`config.mk`:
```
export PLATFORM = sky130hd
export DESIGN_NAME = sonar_emulator
export DESIGN_NICKNAME = d
export VERILOG_FILES = /design/src/rtl/sonar_pkg.sv /design/src/rtl/sonar_lfsr16.sv /design/src/rtl/sonar_emulator.sv
export SDC_FILE = /design/constraint.sdc
export NUM_CORES = 1
export LEC_CHECK = 0
export ABC_CLOCK_PERIOD_IN_PS = 5800
export BUFFER_PORTS_ARGS = -buffer_cell sky130_fd_sc_hd__buf_2
export CAP_MARGIN = 20
export CORE_MARGIN = 3
export CORE_UTILIZATION = 55
export DETAILED_ROUTE_END_ITERATION = 8
export PLACE_DENSITY = 0.74
export SYNTH_ARGS = -nofsm -noshare
export SYNTH_HDL_FRONTEND = slang
export SYNTH_SLANG_ARGS = --single-unit
```
`constraint.sdc`:
```
create_clock -name clk -period 5.8 [get_ports clk]
set_input_delay 1.16 -clock clk [delete_from_list [all_inputs] [get_ports clk]]
set_output_delay 1.16 -clock clk [all_outputs]
set_load 0.05 [all_outputs]
```
`src/rtl/sonar_pkg.sv`:
```
// Shared types and timing helpers for the sonar echo emulator.
// Timing constants are derived from the system clock frequency in Hz.
package sonar_pkg;

    localparam int unsigned CNT_W          = 32;
    localparam int unsigned DIST_W         = 9;
    localparam int unsigned LFSR_W         = 16;
    localparam int unsigned JIT_W          = 4;
    localparam int unsigned FREQ_DEFAULT   = 50_000_000;
    localparam int unsigned MAX_CM_DEFAULT = 400;

    typedef logic [1:0] state_t;

    localparam state_t ST_IDLE    = 2'd0;
    localparam state_t ST_TRIG_HI = 2'd1;
    localparam state_t ST_BURST   = 2'd2;
    localparam state_t ST_ECHO    = 2'd3;

    // Minimum qualifying trigger width (10 us).
    function automatic int unsigned cycles_10_us(input int unsigned f);
        return f / 100_000;
    endfunction

    // Ultrasonic burst duration (200 us).
    function automatic int unsigned burst_cycles(input int unsigned f);
        return f / 5_000;
    endfunction

    // Round-trip time per cm (58 us); 64-bit intermediate avoids overflow.
    function automatic int unsigned cycles_per_cm(input int unsigned f);
        longint unsigned t;
        t = 64'(f) * 64'd58 / 64'd1_000_000;
        return 32'(t);
    endfunction

    // No-object echo width (38 ms).
    function automatic int unsigned timeout_cycles(input int unsigned f);
        longint unsigned t;
        t = 64'(f) * 64'd38 / 64'd1_000;
        return 32'(t);
    endfunction

endpackage

```
`src/rtl/sonar_lfsr16.sv`:
```
// 16-bit Fibonacci LFSR (x^16 + x^14 + x^13 + x^11 + 1) loaded with seed on reset.
module sonar_lfsr16
    import sonar_pkg::*;
(
    input  logic              clk,
    input  logic              rst_n,
    input  logic              enable,
    input  logic [LFSR_W-1:0] seed,
    output logic [LFSR_W-1:0] state
);

    logic feedback_c;

    assign feedback_c = state[15] ^ state[13] ^ state[12] ^ state[10];

    always_ff @(posedge clk or negedge rst_n) begin
        if (!rst_n) begin
            state <= seed;
        end else if (enable) begin
            state <= {state[14:0], feedback_c};
        end
    end

endmodule

```
`src/rtl/sonar_emulator.sv`:
```
// HC-SR04 style sonar target emulator: qualifies a trigger, waits out the burst,
// then returns an echo whose width encodes target_cm. Optional SONAR_EMU_JITTER_EN.
module sonar_emulator
    import sonar_pkg::*;
#(
    parameter int unsigned freq   = FREQ_DEFAULT,
    parameter int unsigned MAX_CM = MAX_CM_DEFAULT
) (
    input  logic              clk,
    input  logic              rst_n,
    input  logic              trig,
    input  logic [DIST_W-1:0] target_cm,
    output logic              echo,
    output logic              busy,
    output logic              short_trig
);

    localparam int unsigned C10_US   = cycles_10_us(freq);
    localparam int unsigned C_BURST  = burst_cycles(freq);
    localparam int unsigned C_PER_CM = cycles_per_cm(freq);
    localparam int unsigned C_TMO    = timeout_cycles(freq);

    state_t            state, state_n;
    logic [CNT_W-1:0]  cnt, cnt_n;
    logic [DIST_W-1:0] latched_cm, latched_cm_n;
    logic              echo_n, short_trig_n, busy_n;
    logic [JIT_W-1:0]  jit_q;
    logic [CNT_W-1:0]  base_width_c, echo_width_c;

`ifdef SONAR_EMU_JITTER_EN
    logic [LFSR_W-1:0] lfsr_state;

    sonar_lfsr16 u_lfsr (
        .clk    (clk),
        .rst_n  (rst_n),
        .enable (1'b1),
        .seed   (16'hACE1),
        .state  (lfsr_state)
    );

    // Jitter is captured at the same edge that latches the distance.
    always_ff @(posedge clk or negedge rst_n) begin
        if (!rst_n) begin
            jit_q <= '0;
        end else if (state == ST_TRIG_HI && !trig && cnt >= CNT_W'(C10_US)) begin
            jit_q <= lfsr_state[JIT_W-1:0];
        end
    end
`else
    assign jit_q = '0;
`endif

    // Out-of-range or zero distance means no object: report the timeout width.
    always_comb begin
        if (latched_cm == '0 || CNT_W'(latched_cm) > CNT_W'(MAX_CM)) begin
            base_width_c = CNT_W'(C_TMO);
        end else begin
            base_width_c = CNT_W'(latched_cm) * CNT_W'(C_PER_CM);
        end
        echo_width_c = base_width_c + CNT_W'(jit_q);
    end

    always_comb begin
        state_n      = state;
        cnt_n        = cnt;
        latched_cm_n = latched_cm;
        echo_n       = echo;
        short_trig_n = 1'b0;
        case (state)
            ST_IDLE: begin
                echo_n = 1'b0;
                if (trig) begin
                    state_n = ST_TRIG_HI;
                    cnt_n   = CNT_W'(1);
                end
            end
            ST_TRIG_HI: begin
                if (trig) begin
                    if (cnt < CNT_W'(C10_US)) begin
                        cnt_n = cnt + CNT_W'(1);
                    end
                end else if (cnt >= CNT_W'(C10_US)) begin
                    latched_cm_n = target_cm;
                    cnt_n        = CNT_W'(C_BURST);
                    state_n      = ST_BURST;
                end else begin
                    short_trig_n = 1'b1;
                    cnt_n        = '0;
                    state_n      = ST_IDLE;
                end
            end
            ST_BURST: begin
                if (cnt <= CNT_W'(1)) begin
                    echo_n  = 1'b1;
                    cnt_n   = echo_width_c;
                    state_n = ST_ECHO;
                end else begin
                    cnt_n = cnt - CNT_W'(1);
                end
            end
            ST_ECHO: begin
                if (cnt <= CNT_W'(1)) begin
                    echo_n  = 1'b0;
                    cnt_n   = '0;
                    state_n = ST_IDLE;
                end else begin
                    cnt_n = cnt - CNT_W'(1);
                end
            end
            default: begin
                echo_n  = 1'b0;
                cnt_n   = '0;
                state_n = ST_IDLE;
            end
        endcase
        busy_n = (state_n != ST_IDLE);
    end

    always_ff @(posedge clk or negedge rst_n) begin
        if (!rst_n) begin
            state      <= ST_IDLE;
            cnt        <= '0;
            latched_cm <= '0;
            echo       <= 1'b0;
            busy       <= 1'b0;
            short_trig <= 1'b0;
        end else begin
            state      <= state_n;
            cnt        <= cnt_n;
            latched_cm <= latched_cm_n;
            echo       <= echo_n;
            busy       <= busy_n;
            short_trig <= short_trig_n;
        end
    end

endmodule

```
==> results of run 1 <==
state kept, by name, summed over array words and instances (netlist names):
name / cells
cnt: 32
latched_cm: 9
state: 2
short_trig: 1
echo: 1
busy: 1
through the flow:
step                hold slack [ps]  instances
CTS                           479.6        673
finish                        482.2        675
floorplan                     433.9        565
global placement              451.7        665
detailed placement            461.8        665
global route                  506.0        675
kinds of logic after synthesis:
group / after synthesis
compound gates: 137
xor+xnor: 22
fa+ha+maj: 78
buf+inv: 95
flops: 46
mux: 10
simple gates: 177
final timing paths:
path	cells after the start	slack [ps]	to
max in group asynchronous	2	4540	latched_cm[7]
min in group asynchronous	1	740	busy
setup reg to reg	17	920	cnt[20]
hold / removal	1	480	cnt[30]
setup / recovery	17	920	cnt[20]
hold reg to reg	1	480	cnt[30]
report_power, final:
group          internal (µW)  leakage, µW  switching, µW  total [µW]
combinational           23.5      0.00185           29.5        53.0
sequential               324     0.000538           8.91         333
clock                   96.4    0.0000482            109         205
cells in the mapped netlist (all sizes together) (2+ instances only):
library cell and number:
nor4 12, a41oi 3, nand3 13, a21o 7
o211ai 2, nor2 46, dfrtp 46, a31oi 8
or3 11, clkbuf 14, buf 6, nor3 18
xor2 9, a211oi 3, inv 75, a22oi 3
xnor2 13, nand2 44, nor3b 2, or4 4
nand2b 4, o22ai 3, fa 23, and3 2
o31ai 8, o41ai 2, nor2b 3, or2 6
a221oi 2, ha 55, o21ai 46, o311ai 2
o22a 5, mux2 10, nand4 5, and4 2
a21oi 33, o21bai 3, a31o 2
cell type report:
| cell class | instances | area, µm² |
|---|---|---|
| timing repair buffer | 17 | 108.9 |
| sequential | 46 | 1151 |
| tap | 105 | 131.4 |
| clock inverter | 1 | 5.005 |
| inverter | 75 | 281.5 |
| fill | 755 | 3286 |
| clock buffer | 7 | 86.33 |
| multi-input combinational | 424 | 3291 |
cell usage in the layout (no fill, tap or decap), types with 3 or more instances in the layout:
cell type	instances
inv_1	75
ha_1	55
nor2_1	46
dfrtp_1	46
nand2_1	43
a21oi_1	33
o21ai_0	27
fa_1	23
o21ai_1	17
nor3_1	16
buf_2	14
xnor2_1	13
nand3_1	13
or3_1	10
mux2_2	10
xor2_1	9
nor4_1	8
o31ai_1	8
a31oi_1	8
a21o_1	7
or2_2	6
clkbuf_8	6
o22a_1	5
or4_1	4
nand2b_1	4
nor4_4	3
nor2b_1	3
a41oi_1	3
nand4_1	3
a211oi_1	3
a22oi_1	3
o22ai_1	3
o21bai_1	3
per-layer routing:
layer	vias to the layer above	GRT usage [%]
li1	1985	-
met3	21	3.436
met5	-	0
met1	2001	32.59
met4	0	4.832
met2	138	39.36
==> flow_metrics.env, run 1 <==
export IMPL_total_power_uw=591.2
export IMPL_synthCells=565
export IMPL_detail_route_antenna_nets=0
export IMPL_grt_usage_pct=23.53
export IMPL_wl_met1_mm=5.060
export IMPL_numCtsBuffers=5
export IMPL_hold_violations=0
export IMPL_grt_max_degree=47
export IMPL_startpoint_type="flop"
export IMPL_cts_tree="built"
export IMPL_cp_slowest_cell="dfrtp_1"
export IMPL_hold_class="flop to flop"
export IMPL_nNetsFinal=659
export IMPL_finalWirelength_mm=11.23
export IMPL_hpwl_mm=8.630
export IMPL_p_leak_uw=0.002438
export IMPL_synthSimpleGateAreaFrac_pct=20.37
export IMPL_pre_cts_slack_ps=964.5
export IMPL_drtPass1Iterations=5
export IMPL_wl_met2_mm=5.367
export IMPL_antenna_cells=0
export IMPL_rsz0062_at_grt="false"
export IMPL_slew_viol_final=0
export IMPL_maxCapViolCount=0
export IMPL_dpl_cell_area_um2=4932
export IMPL_yosysTopAreaCellShare_pct=23.91
export IMPL_maxSlewHeadroom_pct=46.13
export IMPL_rows=33
export IMPL_rr_startpoint="latched_cm[4]"
export IMPL_ctsHoldBuffers=0
export IMPL_tightest_slew_ps=808.0
export IMPL_fin_skew_ps=12.60
export IMPL_irDropWorstVdd_mv=0.1103
export IMPL_syn2layout_area_growth_pct=4.990
export IMPL_crit_start="latched_cm[4]"
export IMPL_hp_start="cnt[30]"
export IMPL_die_w_um=99.56
export IMPL_synth_top_family_by_area="adder cells"
export IMPL_mappedNetlistNets=655
export IMPL_die_area_um2=9912
export IMPL_tns_ps=0
export IMPL_drt_iter0_drc=311
export IMPL_post_route_drc_count=0
export IMPL_core_area_um2=8341
export IMPL_synth_compound_area_share_pct=17.78
export IMPL_path_max_fanout=9
export IMPL_utilization_pct=60.61
export IMPL_async_flop_share_pct=100.0
export IMPL_wl_met3_um=601
export IMPL_finalWorstSetupSlack_ps=921.3
export IMPL_synthFlopType="dfrtp_1"
export IMPL_io_pins=15
export IMPL_avgSynthCellArea_um2=8.521
export IMPL_synth_xor_area_share_pct=4.002
export IMPL_syn_area_um2=4815
export IMPL_seq_area_frac_synth_pct=23.91
export IMPL_ctsResizeCount=0
export IMPL_antenna_found_initial=0
export IMPL_crit_buf_inv=5
export IMPL_status="finished, final reports clean"
export IMPL_initial_core_util_pct=57.73
export IMPL_ys_ff_latch=46
export IMPL_clock_sinks=46
export IMPL_synthMuxAreaShare_pct=2.339
export IMPL_setup_violations=0
export IMPL_cp_cell_sequence="inv_1, ha_1, inv_1, fa_1, inv_1, fa_1, inv_1, fa_1, inv_1, ha_1, nand3_1, nor4_1, or2_2, o31ai_1, o21ai_0, and3_1, a2111o_1"
export IMPL_wl_per_cell_um=16.64
export IMPL_power_density_nw_per_um2=117.0
export IMPL_gp_congestion=0.9288
export IMPL_critPathRequiredTime_ps=5980
export IMPL_crit_path_max_incr_delay_ps=550
export IMPL_fmax_mhz=205.0
export IMPL_cts_htree_levels=2
export IMPL_post_cts_buffers=0
export IMPL_cp_arrival_ps=5060
export IMPL_viasPerCell=6.141
export IMPL_yosysTopAreaCell="dfrtp_1"
export IMPL_cts_path_max_buffers=2
export IMPL_gr_total_overflow=0
export IMPL_final_area_um2=5055
export IMPL_yosys_cell_types_count=62
export IMPL_routed_via_count=4145
export IMPL_grt_pass1_vias=3992
export IMPL_port_buffers=14
export IMPL_fin_crit_sh_pct=84.12
export IMPL_synth_area_top_cells="dfrtp_1 24%, ha_1 14%, fa_1 9.6%, inv_1 5.8%, nor2_1 3.6%"
export IMPL_highest_layer="met4"
export IMPL_crit_family="adder cells"
export IMPL_drive_gt1_share_pct=9.825
export IMPL_path_clk_slew_ps=90
export IMPL_grt_first_pass_wirelength_mm=19.09
export IMPL_synth_edf_count=0
export IMPL_yosysWarnings=0
export IMPL_dieHeight_um=99.56
export IMPL_cts_root_buf="clkbuf_8"
export IMPL_critPathMostFrequentCell="inv_1"
export IMPL_setup_worst_path_class="flop to flop"
export IMPL_synth_fa_ha_area_share_pct=23.86
export IMPL_crit_path_end_kind="flop"
export IMPL_period_needed_ps=4879
export IMPL_clock_latency_ps=300
Power figures use the tool's default switching activity.
==> run 2: changes to the inputs <==
--- a/config.mk
+++ b/config.mk
@@ -5,13 +5,14 @@
 export SDC_FILE = /design/constraint.sdc
 export NUM_CORES = 1
 export LEC_CHECK = 0
-export ABC_CLOCK_PERIOD_IN_PS = 5800
+export ABC_AREA = 1
+export ABC_CLOCK_PERIOD_IN_PS = 4350
 export BUFFER_PORTS_ARGS = -buffer_cell sky130_fd_sc_hd__buf_2
 export CAP_MARGIN = 20
 export CORE_MARGIN = 3
 export CORE_UTILIZATION = 55
 export DETAILED_ROUTE_END_ITERATION = 8
-export PLACE_DENSITY = 0.74
+export PLACE_DENSITY = 0.76
 export SYNTH_ARGS = -nofsm -noshare
 export SYNTH_HDL_FRONTEND = slang
 export SYNTH_SLANG_ARGS = --single-unit
==> constraint.sdc (replaced) <==
create_clock -name clk -period 4.35 [get_ports clk]
set_input_delay 0.87 -clock clk [delete_from_list [all_inputs] [get_ports clk]]
set_output_delay 0.87 -clock clk [all_outputs]
set_load 0.05 [all_outputs]
==> flow_metrics.env, run 2 <==
export IMPL_status="finished, final reports clean"
export IMPL_initial_core_util_pct=57.00
export IMPL_pre_cts_slack_ps=272.4
export IMPL_hold_violations=0
export IMPL_synth_commonest_cells="205 x nand2_1, 135 x inv_1, 93 x nor2_1"
export IMPL_power_density_nw_per_um2=126.1
export IMPL_yosysTopAreaCell="dfrtp_1"
export IMPL_fmax_mhz=245.1
export IMPL_cts_htree_levels=2
export IMPL_post_route_drc_count=0
export IMPL_synthCells=804
export IMPL_dieHeight_um=106.9
export IMPL_cts_root_buf="clkbuf_8"
export IMPL_synthFlopType="dfrtp_1"
export IMPL_syn_area_um2=5597
export IMPL_synth_edf_count=0
export IMPL_grt_pass1_vias=5175
export IMPL_hold_class="flop to flop"
export IMPL_yosys_cell_types_count=43
export IMPL_hpwl_mm=11.31
export IMPL_mostFrequentLayoutCells="205 x nand2_1, 135 x inv_1, 93 x nor2_1, 61 x nand3_1, 55 x ha_1"
export IMPL_viasPerCell=5.349
export IMPL_mappedNetlistNets=894
export IMPL_largest_register="cnt"
export IMPL_antenna_cells=0
export IMPL_largest_reg_flops=32
export IMPL_synth_compound_area_share_pct=8.384
export IMPL_top_regs="cnt x32, latched_cm x9, state x2"
export IMPL_synthSimpleGateAreaFrac_pct=34.29
export IMPL_p_leak_uw=0.003079
export IMPL_finalWirelength_mm=14.01
export IMPL_fin_skew_ps=13.24
export IMPL_cts_tree="built"
export IMPL_yosysTopAreaCellShare_pct=20.57
export IMPL_gr_total_overflow=0
export IMPL_setup_worst_path_class="flop to flop"
export IMPL_final_area_um2=5822
export IMPL_antenna_found_initial=0
export IMPL_numCtsBuffers=5
export IMPL_synth_area_top_cells="dfrtp_1 21%, nand2_1 14%, ha_1 12%, inv_1 9.1%, fa_1 8.2%"
export IMPL_synthMuxAreaShare_pct=0.4024
export IMPL_path_clk_slew_ps=90
export IMPL_io_pins=15
export IMPL_period_needed_ps=4080
export IMPL_gr_usage_met3_pct=2.830
export IMPL_path_max_fanout=5
export IMPL_yosysWarnings=0
export IMPL_tns_ps=0
export IMPL_drive_gt1_share_pct=9.080
export IMPL_synth_top_family_by_area="simple AND/OR/NAND/NOR gates"
export IMPL_fin_crit_sh_pct=93.80
export IMPL_gp_congestion=0.9568
export IMPL_synth_most_common_cell="nand2_1"
export IMPL_maxCapViolCount=0
export IMPL_tightest_slew_ps=711.4
export IMPL_rsz0062_at_grt="false"
export IMPL_detail_route_antenna_nets=0
export IMPL_synth_xor_area_share_pct=4.225
export IMPL_use_met2_pct=47.93
export IMPL_finalWorstSetupSlack_ps=269.6
export IMPL_avgSynthCellArea_um2=6.961
export IMPL_synth_fa_ha_area_share_pct=20.52
export IMPL_slew_viol_final=0
export IMPL_wl_per_cell_um=14.77
export IMPL_routed_via_count=5071
export IMPL_crit_path_end_kind="flop"
export IMPL_cts_path_max_buffers=2
export IMPL_critPathRequiredTime_ps=4530
export IMPL_nNetsFinal=904
export IMPL_die_w_um=106.9
export IMPL_maxSlewHeadroom_pct=52.25
export IMPL_syn2layout_area_growth_pct=4.024
export IMPL_seq_area_frac_synth_pct=20.57
export IMPL_die_area_um2=11420
export IMPL_irDropWorstVdd_mv=0.1179
export IMPL_global_route_usage_met1_pct=31.37
export IMPL_drt_iter0_drc=327
export IMPL_grt_usage_pct=26.39
export IMPL_clock_latency_ps=320
export IMPL_drtPass1Iterations=5
export IMPL_layout_commonest_cell="nand2_1"
export IMPL_clock_sinks=46
export IMPL_dpl_cell_area_um2=5709
export IMPL_port_buffers=14
export IMPL_rows=36
export IMPL_startpoint_type="flop"
export IMPL_ys_ff_latch=46
export IMPL_grt_first_pass_wirelength_mm=23.75
export IMPL_busiest_layer="met2"
export IMPL_grt_max_degree=47
export IMPL_async_flop_share_pct=100.0
export IMPL_ctsHoldBuffers=0
export IMPL_core_area_um2=9819
export IMPL_cp_arrival_ps=4260
export IMPL_setup_violations=0
==> run 2: cell types whose count changed in the layout (fill, tap and decap cells not counted), sizes merged, moves of 11 or more <==
cell,previous run,this run
o21ai,46,34
xor2,9,22
inv,75,138
nor2,46,116
or3,11,0
nor3,18,4
nand3,13,62
nand2,44,217
nor4,12,1
==> run 2: routing by layer <==
metal,wire length (µm),up-vias
met4,476,0
met3,845,33
met5,0,-
met1,5669,2338
met2,7014,155
li1,-,2545
==> run 2: final timing paths <==
path / from / end / slack, ps / cells after the start
worst max-delay path: latched_cm[3] / cnt[17] / 270 / 16
worst min-delay path: echo / echo / 510 / 2
worst max register to register: latched_cm[3] / cnt[17] / 270 / 16
worst min register to register: echo / echo / 510 / 2
max in group asynchronous: rst_n / cnt[11] / 3290 / 2
min in group asynchronous: rst_n / cnt[1] / 520 / 1
==> run 2: critical path, stage by stage (launching register included) <==
cell	delay, ps
dfrtp_1	460
ha_1	200
inv_1	130
fa_1	550
inv_1	50
fa_1	470
inv_1	60
fa_1	530
inv_1	40
ha_1	320
or2_2	300
nand3_1	120
nand2_1	80
a21o_1	180
or2_2	270
nand3_1	100
o211ai_1	90
==> run 2: stage by stage <==
stage	utilization (%)	std cells	power (µW)	hold slack [ps]
floorplan	-	804	436.9	513.3
global placement	58.14	939	451.8	484.9
detailed placement	58.14	939	452.3	497.0
CTS	59.07	947	738.6	517.6
global route	59.29	948	761.6	542.5
finish	59.29	948	733.9	508.1
==> run 2: area by class of cell <==
type                       count  area, µm²
tap                          133      166.4
multi-input combinational    607       3796
clock buffer                   7      86.33
inverter                     138      518.0
timing repair buffer          16      97.59
clock inverter                 1      5.005
fill                         988       3998
sequential                    46       1152
==> run 2: cells by family after synthesis <==
| group | count (synthesis) |
|---|---|
| and+or+nand+nor | 421 |
| DFF | 46 |
| buffers and inverters | 151 |
| AOI/OAI and AO/OA | 79 |
| adders and majority gates | 78 |
| xor gates and xnor gates | 27 |
| muxes | 2 |
==> run 2: repair_timing <==
item                                   CTS  global route
setup endpoints to repair                0             1
buffers inserted                         0             0
endpoints found under the hold margin    0             0
resized for setup                        0             1
==> run 2: power by group <==
| group | internal (µW) | switching (µW) |
|---|---|---|
| registers | 427 | 0 |
| logic | 5.54 | 12.3 |
| clock network | 129 | 160 |
| total | 561 | 173 |
